[config.mk]
export PLATFORM = sky130hd
export DESIGN_NAME = dac_spi_driver_flat
export DESIGN_NICKNAME = d
export VERILOG_FILES = /design/src/rtl/dac_spi_driver_if.sv /design/src/rtl/dac_spi_driver.sv /design/src/flat_wrapper.sv
export SDC_FILE = /design/constraint.sdc
export NUM_CORES = 1
export LEC_CHECK = 0
export CAP_MARGIN = 20
export CELL_PAD_IN_SITES_DETAIL_PLACEMENT = 2
export CELL_PAD_IN_SITES_GLOBAL_PLACEMENT = 2
export CORE_MARGIN = 5
export CORE_UTILIZATION = 35
export DETAILED_ROUTE_END_ITERATION = 6
export PLACE_DENSITY_LB_ADDON = 0.1
export SYNTH_ARGS = -nofsm -noshare
export SYNTH_HDL_FRONTEND = slang
export SYNTH_SLANG_ARGS = --single-unit
[constraint.sdc]
create_clock -name clk -period 3 [get_ports clk]
set_clock_uncertainty 0.15 [all_clocks]
set_input_delay 0.6 -clock clk [delete_from_list [all_inputs] [get_ports clk]]
set_output_delay 0.6 -clock clk [all_outputs]
set_load 0.03 [all_outputs]
[src/rtl/dac_spi_driver_if.sv]
// Word handshake between the DSP/loopback datapath and dac_spi_driver.
// master: the producer of DAC codes; slave: the SPI driver.
interface dac_spi_driver_if #(
   parameter int unsigned DATA_W = 16
);
   logic [DATA_W-1:0] din;
   logic              din_valid;
   logic              din_ready;
   logic              busy;
   logic              done;

   modport master (
      output din,
      output din_valid,
      input  din_ready,
      input  busy,
      input  done
   );

   modport slave (
      input  din,
      input  din_valid,
      output din_ready,
      output busy,
      output done
   );
endinterface

[src/rtl/dac_spi_driver.sv]
// SPI write master for a 16-bit serial DAC (mode 0, MSB first).
// One word per valid/ready handshake is framed by CS_N and shifted on SDI/SCLK.
// Optional feature macro: DAC_LDAC_EN adds an LDAC_N low pulse after each frame
// and lengthens the inter-frame gap by LDAC_W; without it LDAC_N is tied high.
module dac_spi_driver #(
   parameter int unsigned DATA_W   = 16,
   parameter int unsigned CLK_DIV  = 2,
   parameter int unsigned CS_SETUP = 2,
   parameter int unsigned CS_HOLD  = 2,
   parameter int unsigned CS_IDLE  = 4,
   parameter int unsigned LDAC_W   = 2
) (
   input  logic              clk,
   input  logic              nrst,
   dac_spi_driver_if.slave   bus,
   output logic              CS_N,
   output logic              SCLK,
   output logic              SDI,
   output logic              LDAC_N
);

`ifdef DAC_LDAC_EN
   localparam int unsigned GAP_LEN = CS_IDLE + LDAC_W;
`else
   localparam int unsigned GAP_LEN = CS_IDLE;
`endif
   localparam int unsigned CNT_W = 16;
   localparam int unsigned BIT_W = $clog2(DATA_W);

   if (DATA_W < 2 || CLK_DIV < 1 || CS_SETUP < 1 || CS_HOLD < 1 ||
       CS_IDLE < 1 || LDAC_W < 1) begin : g_param_check
      $error("dac_spi_driver: parameter out of range");
   end

   typedef enum logic [2:0] {IDLE, SETUP, SHIFT, HOLD, GAP} state_t;

   state_t            state;
   logic [CNT_W-1:0]  cnt;
   logic [BIT_W-1:0]  bitn;
   logic [DATA_W-1:0] shreg;

   // Frame sequencer: every output is registered; cnt times each phase and
   // SCLK itself tells which half of the current bit period is running.
   always_ff @(posedge clk or negedge nrst) begin
      if (!nrst) begin
         state         <= IDLE;
         cnt           <= '0;
         bitn          <= '0;
         shreg         <= '0;
         CS_N          <= 1'b1;
         SCLK          <= 1'b0;
         SDI           <= 1'b0;
         bus.din_ready <= 1'b0;
         bus.busy      <= 1'b0;
         bus.done      <= 1'b0;
      end else begin
         bus.done <= 1'b0;
         case (state)
            IDLE: begin
               bus.din_ready <= 1'b1;
               if (bus.din_valid && bus.din_ready) begin
                  shreg         <= bus.din;
                  SDI           <= bus.din[DATA_W-1];
                  CS_N          <= 1'b0;
                  bus.busy      <= 1'b1;
                  bus.din_ready <= 1'b0;
                  cnt           <= CNT_W'(CS_SETUP - 1);
                  state         <= SETUP;
               end
            end
            SETUP: begin
               if (cnt == '0) begin
                  cnt   <= CNT_W'(CLK_DIV - 1);
                  bitn  <= '0;
                  state <= SHIFT;
               end else begin
                  cnt <= cnt - CNT_W'(1);
               end
            end
            SHIFT: begin
               if (cnt != '0) begin
                  cnt <= cnt - CNT_W'(1);
               end else begin
                  cnt <= CNT_W'(CLK_DIV - 1);
                  if (!SCLK) begin
                     SCLK <= 1'b1;
                  end else begin
                     // SDI only moves together with the falling SCLK edge
                     SCLK <= 1'b0;
                     if (bitn == BIT_W'(DATA_W - 1)) begin
                        cnt   <= CNT_W'(CS_HOLD - 1);
                        state <= HOLD;
                     end else begin
                        shreg <= {shreg[DATA_W-2:0], 1'b0};
                        SDI   <= shreg[DATA_W-2];
                        bitn  <= bitn + BIT_W'(1);
                     end
                  end
               end
            end
            HOLD: begin
               if (cnt == '0) begin
                  CS_N     <= 1'b1;
                  SDI      <= 1'b0;
                  bus.done <= 1'b1;
                  cnt      <= CNT_W'(GAP_LEN - 1);
                  state    <= GAP;
               end else begin
                  cnt <= cnt - CNT_W'(1);
               end
            end
            GAP: begin
               if (cnt == '0) begin
                  bus.busy      <= 1'b0;
                  bus.din_ready <= 1'b1;
                  state         <= IDLE;
               end else begin
                  cnt <= cnt - CNT_W'(1);
               end
            end
            default: state <= IDLE;
         endcase
      end
   end

`ifdef DAC_LDAC_EN
   // LDAC_N low for the LDAC_W cycles following the first gap cycle
   always_ff @(posedge clk or negedge nrst) begin
      if (!nrst) begin
         LDAC_N <= 1'b1;
      end else begin
         LDAC_N <= !(state == GAP && cnt >= CNT_W'(GAP_LEN - LDAC_W));
      end
   end
`else
   assign LDAC_N = 1'b1;
`endif

endmodule

[src/flat_wrapper.sv]
// flat-port wrapper written by rule: the top's interface ports become plain ports
module dac_spi_driver_flat 
#(
   parameter int unsigned DATA_W   = 16,
   parameter int unsigned CLK_DIV  = 2,
   parameter int unsigned CS_SETUP = 2,
   parameter int unsigned CS_HOLD  = 2,
   parameter int unsigned CS_IDLE  = 4,
   parameter int unsigned LDAC_W   = 2
)
  (clk, nrst, CS_N, SCLK, SDI, LDAC_N, bus_din, bus_din_valid, bus_din_ready, bus_busy, bus_done);
  dac_spi_driver_if #(.DATA_W(DATA_W)) bus_i ();
  input  logic clk;
  input  logic nrst;
  output logic CS_N;
  output logic SCLK;
  output logic SDI;
  output logic LDAC_N;
  input wire logic [$bits(bus_i.din)-1:0] bus_din;
  input wire logic [$bits(bus_i.din_valid)-1:0] bus_din_valid;
  output wire logic [$bits(bus_i.din_ready)-1:0] bus_din_ready;
  output wire logic [$bits(bus_i.busy)-1:0] bus_busy;
  output wire logic [$bits(bus_i.done)-1:0] bus_done;
  assign bus_i.din = bus_din;
  assign bus_i.din_valid = bus_din_valid;
  assign bus_din_ready = bus_i.din_ready;
  assign bus_busy = bus_i.busy;
  assign bus_done = bus_i.done;
  dac_spi_driver #(.DATA_W(DATA_W), .CLK_DIV(CLK_DIV), .CS_SETUP(CS_SETUP), .CS_HOLD(CS_HOLD), .CS_IDLE(CS_IDLE), .LDAC_W(LDAC_W)) u_core (.clk(clk), .nrst(nrst), .bus(bus_i), .CS_N(CS_N), .SCLK(SCLK), .SDI(SDI), .LDAC_N(LDAC_N));
endmodule
# Word-level counts from Yosys, hierarchy flattened
# Cells that the tools add are included.
[totals] regBits=44 word_cells=86
[op_classes] add_sub_neg=2 eq_ne=14 muxes=40 bitwise=1 n_reduce_logical=19
[op_table] cell="$mux 16" n=5
[op_table] cell="$pmux 16 s5" n=1
[op_table] cell="$mux 15" n=4
[op_table] cell="$pmux 15 s2" n=1
[op_table] cell="$mux 3" n=7
[op_table] cell="$logic_not 16->1" n=1
[op_table] cell="$mux 4" n=4
[op_table] cell="$reduce_bool 16->1" n=1
[op_table] cell="$sub 16x1->16 const B" n=1
[op_table] cell="$pmux 3 s5" n=1
[op_table] cell="$mux 1" n=12
[op_table] cell="$ne 2x1->1 const B" n=6
[op_table] cell="$reduce_and 5->1" n=2
[op_table] cell="$reduce_and 3->1" n=3
[op_table] cell="$pmux 4 s2" n=1
[op_table] cell="$reduce_bool 2->1" n=4
[op_table] cell="$reduce_and 7->1" n=1
[op_table] cell="$eq 3x2->1 const B" n=2
[op_table] cell="$ne 2x2->1 const B" n=3
[op_table] cell="$pmux 1 s2" n=3
[op_table] cell="$reduce_and 6->1" n=1
[op_table] cell="$reduce_bool 5->1" n=1
[op_table] cell="$add 4x1->4 const B" n=1
[op_table] cell="$eq 4x4->1 const B" n=1
[op_table] cell="8 further kinds" n=9

# Logic depth before layout (Yosys ltp)
# Gate-level depths: netlist (run 1).
[logic_depth] word_depth=5 ltp_mapped=7

# Least setup slack after synthesis (run 1)
# Ideal clock, no wire load.
[synth_path] kind="register to register" from="register u_core.cnt[9]" to="register u_core.shreg[0]" setup_time_ns=0.125 arrival_time_ns=1.893 slack_ns=0.832 stages_incl_launch_ff=7 n_path_buf=1 path_cell_list="dfrtp_1 nor4_4 nand4_4 o31ai_4 nand3_4 buf_6 mux2_4"
[synth_via] elab_chain_cells=3
[synth_lines] element="start, declared" line_no="dac_spi_driver.sv:38" rtl="logic [CNT_W-1:0] cnt;"
[synth_lines] element="start signal, assigned" line_no="dac_spi_driver.sv:67" rtl="cnt <= CNT_W'(CS_SETUP - 1);"
[synth_lines] element="start signal, assigned" line_no="dac_spi_driver.sv:73" rtl="cnt <= CNT_W'(CLK_DIV - 1);"
[synth_lines] element="start signal, assigned" line_no="dac_spi_driver.sv:77" rtl="cnt <= cnt - CNT_W'(1);"
[synth_lines] element="$reduce_bool 16->1" line_no="dac_spi_driver.sv:81" rtl="if (cnt != '0) begin"
[synth_lines] element="$ne 2x2->1 (no line)"
[synth_lines] element="$reduce_and 5->1 (no line)"
[synth_lines] element="end signal, assigned" line_no="dac_spi_driver.sv:62" rtl="shreg <= bus.din;"
[synth_lines] element="end signal, assigned" line_no="dac_spi_driver.sv:94" rtl="shreg <= {shreg[DATA_W-2:0], 1'b0};"
[synth_lines] element="end, declared" line_no="dac_spi_driver.sv:40" rtl="logic [DATA_W-1:0] shreg;"
# No other way between the ends.
# A chain may end at the register's enable or synchronous reset.

# Worst setup path in the final report (run 1)
[layout_path] from="register u_core.state[0]" to="register u_core.cnt[11]"
[layout_via] elab_chain_cells=3 elab_cells_between_ends=10 cone_classes="eq/ne (6); mux (1); reduce/logical (3)"
[layout_lines] element="start, declared" line_no="dac_spi_driver.sv:37" rtl="state_t state;"
[layout_lines] element="start signal, assigned" line_no="dac_spi_driver.sv:46" rtl="state <= IDLE;"
[layout_lines] element="start signal, assigned" line_no="dac_spi_driver.sv:68" rtl="state <= SETUP;"
[layout_lines] element="start signal, assigned" line_no="dac_spi_driver.sv:75" rtl="state <= SHIFT;"
[layout_lines] element="$eq 3x1->1 (tied with other cells)" line_no="dac_spi_driver.sv:58" rtl="case (state)"
[layout_lines] element="$reduce_bool 5->1 (no line) (tied with other cells)"
[layout_lines] element="$reduce_and 3->1 (no line)"
# Several ways; a longest one is shown, not always the timed one.

==> impl_results.md, run 1 <==
* Status: finished, final reports clean
* WP buf/inv at 1
* IO Count at 26
* Congestion Overflow GR at 0
* Area grow syn2layout at 18.7%
* Multiplexer area fraction after synthesis at under 10%
* Fin. max-slew vios at 0
* Longest Clk Path Bufs at 2
* Top post-synthesis cells by area: dfrtp_1 (43%), nand2_1 (8.5%), mux2_4 (6.0%)
* Synth area leader: dfrtp_1
* Main synth FF type: dfrtp_1
* CTS buffer count at 5
* Sink Count at between 40 and 50
* Post-DP HPWL at roughly 5500 µm
* Max-cap violations at 0
* Setup repair after global routing missed its margin: no
* CP Max Fanout at 15
* Root Driver: clkbuf_8
* Final worst path period share at 82.6%
* Global Route met1 Usage at around 24%
* Max Freq at 404 MHz
* Cell Pwr Density at 809 nW/µm²
* Crit path kind: reg2reg
* Post-Synth XOR/XNOR Area at 2.43%
* VDD IR-drop max at 0.260 mV
* FFs w/ async S/R, synth at 100%
* Static leakage at roughly 0.0013 µW
* Diode count at 0
* Global routing usage on met2 at ~29%
* Htree depth at 2
* Via count at 2114
* Reg clk slew, reported paths at 0.09 ns
* Fraction of layout cells with a size suffix above 1 at 15.0%
* Largest family of logic cells by synthesized area: simple AND/OR/NAND/NOR gates
* Die X at 94.9 µm
* Yosys top cell area share at a little over two fifths
* Vias in the first global route at 2316
* Avg Inst Size Synth at 9.34 µm²
* Initial Utilization at 35.3%
* Syn nets at 291
* Synthesized area at 2520 µm²
* CP peak stage delay at about 0.56 ns
* Library cells used by synthesis at 50
* Global-route wire length before repair at 12400 µm
* Cell mode on critical path: a21oi_1
* Full die area at 9000 µm²
* Crit path time final at roughly 2.5 ns
* Compound-cell area share of the yosys netlist at between 10% and 20%
* Worst-Skew Late Latency at 0.30 ns
* Routed vias/inst at 5.29
* Actual slew at the worst max-slew pin at 0.594 ns
* Setup TNS at 0 ns
* Core ar. at 7140 µm²
* Drt total wl at 7240 µm
* Placement Setup Slack at 0.313 ns
* YS warnings at 0
* Placer Congestion at 0.822
* Relative slew slack at between 60% and 70%
* Routing usage on met3 at 3.11%
* Post-layout worst setup margin at around 0.52 ns
* Post-CTS Resized at 0
* Synth Area in Simple Gates at 25.9%
* Pre-antenna DRT Iters at 4
* Yosys reg bits at 44
* Most common library cells after synthesis: nand2_1 (57), dfrtp_1 (43), nor2_1 (21)
* Crit-path cells: or3b_1 -> o22ai_1 -> a21oi_1 -> buf_4 -> or4b_1 -> a21oi_1
* Largest net degree at the start of global routing at 26
* CTS tree: yes
* Critical Path End Type: flip-flop
* Wirelength per Cell at ~18 µm
* CP max stage cell: dfrtp_1
* # rows at 31
* Initial detailed-routing violation count at 50
* Nets@finish at 321
* Final hold violation count at 0
* Post-synthesis adder-cell area fraction at 0.993%
* Worst min path class: in2async
* Setup violators final at 0
* Hold-fix buffers, CTS at 0
* IO buf count at 24
* Total track usage at 17.7%
* Top delay family on crit path: simple AND/OR/NAND/NOR gates
* Grt peak-use layer: met2
* Top-count cell post-synth: nand2_1
* Seq/Total Area, Yosys at a little over two fifths
* Initial antenna violation count at 0
* Die height at 94.9 µm
* Kind of start point of the critical path: flip-flop
* Worst EP required at 3.08 ns
* Crit path DAT at 2.55 ns
* EDFF count, synth at 0
* Remaining antenna violation count after routing at 0
* Post-CTS setup buffers at 0
* Mapped Cells at 270
* # DRC at 0
[metal layers]
layer	up-vias	part of all wire [%]	wire, µm
met5	-	0	0
met3	2	1.8	133
met1	1069	49	3580
met2	23	48	3490
met4	0	0.53	38
li1	1020	-	-
[worst register-to-register path: stages (launching register included)]
cell and delay (ns):
dfrtp_1 0.56, or3b_1 0.53, o22ai_1 0.28, a21oi_1 0.07
buf_4 0.19, or4b_1 0.48, a21oi_1 0.16
[cell usage in the layout (no fill, tap or decap), types with 3 or more instances in the layout]
master            n
nand2_1          57
nand2b_1          5
a31oi_1           4
inv_1             5
or2_2             3
o41ai_1           4
a21oi_1          13
mux2_2            5
xor2_1            5
nor2_1           21
clkbuf_8          6
o211ai_1          3
nor3_1            9
o31ai_1           6
o21ai_0          15
o21a_1            3
buf_4            10
nand3_1           8
clkdlybuf4s50_1  23
mux2_4           10
dfrtp_1          43
[area by class of cell]
cell class,count,area [µm²]
fill,805,4140
multi-input combinational,210,1340
sequential,44,1100
timing repair buffer,34,310
tap,99,124
clock buffer,7,86.3
inverter,5,18.8
clock inverter,1,7.51
[registers in the layout, summed over array words and instances (netlist names)]
| register | count |
|---|---|
| u_core.SCLK | 1 |
| u_core.cnt | 16 |
| u_core.bus.busy | 1 |
| u_core.bitn | 4 |
| u_core.state | 3 |
| u_core.SDI | 1 |
| u_core.bus.din_ready | 1 |
| u_core.bus.done | 1 |
| u_core.CS_N | 1 |
| u_core.shreg | 15 |
[cell families (layout without fill, tap and decap cells)]
family | count (synthesis) | in the layout
multiplexers | 16 | 16
adder cells (fa/ha/maj) | 2 | 2
AND/OR/NAND/NOR | 126 | 126
other | 1 | 1
XOR/XNOR | 7 | 7
AO/OA/AOI/OAI | 58 | 58
flip-flops | 44 | 44
buffers and inverters | 16 | 47
[power breakdown]
part           switching, µW  internal [µW]  leakage (µW)
combinational            500            461      0.000698
sequential               235            827      0.000541
clock                    212            188     0.0000445
[stage by stage]
step / instance area (µm²) / total power (µW) / hold WS (ns) / utilization [%] / std cells
finish: 2990 / 2420 / 0.119 / 41.9 / 400
global route: 2990 / 2620 / 0.130 / 41.9 / 400
CTS: 2990 / 2470 / 0.124 / 41.9 / 400
detailed placement: 2900 / 2040 / 0.309 / 40.6 / 392
global placement: 2900 / 1980 / 0.311 / 40.6 / 392
floorplan: 2520 / 1710 / 0.154 / - / 270
[path summary, 6_finish.rpt]
check / start / end / slack [ns] / cells after the start
worst min register to register: u_core.CS_N$_DFFE_PN1P_ / u_core.CS_N$_DFFE_PN1P_ / 0.32 / 2
max in group asynchronous: nrst / u_core.shreg[3]$_DFFE_PN0P_ / 2.29 / 2
worst max-delay path: u_core.state[0]$_DFFE_PN0P_ / u_core.cnt[11]$_DFFE_PN0P_ / 0.52 / 6
worst min-delay path: nrst / u_core.cnt[7]$_DFFE_PN0P_ / 0.12 / 2
min in group clk: u_core.CS_N$_DFFE_PN1P_ / u_core.CS_N$_DFFE_PN1P_ / 0.32 / 2
worst max register to register: u_core.state[0]$_DFFE_PN0P_ / u_core.cnt[11]$_DFFE_PN0P_ / 0.52 / 6
No activity file was read; power rests on OpenSTA's default activity.
==> run 2: changes to the inputs <==
Settings changed: CORE_UTILIZATION 35 to 32.
Clock period 3 ns to 2.2 ns, I/O delays scaled along.
==> run 2 against run 1 <==
Against the previous run: the flow now finishes with violations (setup timing); final area increased by 17%; core utilization increased by 3.5 points; sequential power increased by 32%; via count is 11% higher; first-iteration DRC count decreased by 6.0%; total power up 61%; non-clock buffer count increased by 40; die area rose by 8.4%; routed wire length grew 16%; largest cell class unchanged; largest power group is now combinational logic.
==> impl_results.md, run 2 (same netlist as run 1, synthesis figures left out) <==
* Failing checks: setup timing
* Vias in the first global route at 2608
* Status: complete, but fails checks
* Drt total wl at 8360 µm
* Total track usage at 17.0%
* Worst EP required at 2.23 ns
* Post-layout worst setup margin at -0.00511 ns
* Initial detailed-routing violation count at 47
* Worst-Skew Late Latency at 0.29 ns
* Root Driver: clkbuf_8
* CTS buffer count at 5
* Total Power Consumption at 3900 µW
* Fraction of layout cells with a size suffix above 1 at 30.5%
* Top Registers: u_core.cnt: 16 flops, u_core.shreg: 15 flops, u_core.bitn: 4 flops
* CTS tree: yes
* Placed cell areas at between 3000 and 4000 µm²
* Via count at 2347
* Nets@finish at 361
* Reg clk slew, reported paths at 0.09 ns
* Max-cap violations at 0
* Setup TNS at -0.00511 ns
* Crit path kind: reg2reg
* Fin. max-slew vios at 0
* Most frequent cells in the layout: nand2_1 (55), buf_4 (43), dfrtp_1 (42)
* Critical Path End Type: flip-flop
* Full die area at approximately 9800 µm²
* IO Count at 26
* Final core utilization at 45.4%
* Setup repair after global routing missed its margin: yes
* Wirelength per Cell at approximately 19 µm
* Congestion Overflow GR at 0
* Remaining antenna violation count after routing at 0
* Routed vias/inst at 5.30
* Diode count at 0
* Die X at 98.8 µm
* Kind of start point of the critical path: flip-flop
* Commonest non-fill, non-tap cell in the layout: nand2_1
* Crit path DAT at 2.23 ns
* Final worst path period share at 100%
* # rows at 32
* Global-route wire length before repair at 13400 µm
* Crit path time final at around 2.2 ns
* Placer Congestion at 0.790
* Sink Count at 44
* Max FFs per register at 16
* Area grow syn2layout at 38.5%
* # DRC at 0
* Longest Clk Path Bufs at 2
* CP Max Fanout at 5
* Setup violators final at 1
* Post-DP HPWL at between 5000 and 6000 µm
* Htree depth at 2
* Core ar. at about 7700 µm²
* Largest Register: u_core.cnt
* IO buf count at 24
* # fillers at 862
* Initial antenna violation count at 0
* Die height at 98.8 µm
* Cell Pwr Density at 1120 nW/µm²
* Largest net degree at the start of global routing at 29
* Static leakage at 0.00153 µW
* Final Cell Area at 3490 µm²
* Initial Utilization at 32.8%
* Pre-antenna DRT Iters at 4
* VDD IR-drop max at 0.439 mV
* Final hold violation count at 0
* Worst min path class: reg2reg
* Flop2flop setup slack at -0.005 ns
* Max Freq at 453 MHz
* Placement Setup Slack at -0.179 ns
[run 2: cell count changes in the layout (fill, tap and decap cells not counted), sizes merged]
| cell | change |
|---|---|
| clkbuf | -1 |
| bufinv | +1 |
| clkinv | +1 |
| buf | +39 |
| dlygate4sd3 | +1 |
| clkinvlp | -1 |
[run 2: worst max-delay path, stage by stage (launching register included)]
cell,delay [ns]
dfrtp_1,0.42
nor4_4,0.41
nand4_4,0.20
buf_6,0.19
o41ai_4,0.35
buf_4,0.20
buf_12,0.14
a21oi_2,0.03
[run 2: what timing repair did]
action | in CTS | in global routing
gates resized for setup | 12 | 26
gates cloned | 1 | 1
pin swaps | 3 | 6
buffers inserted | 1 | 3
hold buffers | 1 | 0
setup endpoints to repair | 36 | 29
endpoints found under the hold margin | 15 | 0
[run 2: cell type report]
cell class	instances	area (µm²)	share of cell area, %
multi-input combinational	210	1470	42.1
tap	102	128	3.66
clock buffer	6	72.6	2.08
inverter	5	18.8	0.538
sequential	44	1100	31.6
clock inverter	2	35.0	1.00
timing repair buffer	74	664	19.0
[run 2: power breakdown]
part	switching, µW	internal, µW
clock	281	337
sequential	267	1130
combinational	940	940
total	1490	2410
[run 2: path summary, 6_finish.rpt]
path                                                 from                          to  depth (start not counted)
worst max-delay path            u_core.cnt[2]$_DFFE_PN0P_   u_core.cnt[5]$_DFFE_PN0P_                          7
worst min-delay path              u_core.CS_N$_DFFE_PN1P_     u_core.CS_N$_DFFE_PN1P_                          2
worst max register to register  u_core.cnt[2]$_DFFE_PN0P_   u_core.cnt[5]$_DFFE_PN0P_                          7
worst min register to register    u_core.CS_N$_DFFE_PN1P_     u_core.CS_N$_DFFE_PN1P_                          2
max in group asynchronous                            nrst      u_core.SDI$_DFFE_PN0P_                          3
min in group asynchronous                            nrst  u_core.cnt[13]$_DFFE_PN0P_                          2
[run 2: metrics by stage]
stage	hold WS, ns	std cells
global route	0.360	443
global placement	0.266	428
floorplan	-0.00559	270
finish	0.325	443
detailed placement	0.268	428
CTS	0.332	439
[run 2: per-layer routing]
metal  global-route usage, %  share of wire, %
met3                    2.19               2.2
met4                    4.94               2.2
met2                    29.4                50
met5                       0                 0
met1                    22.0                45
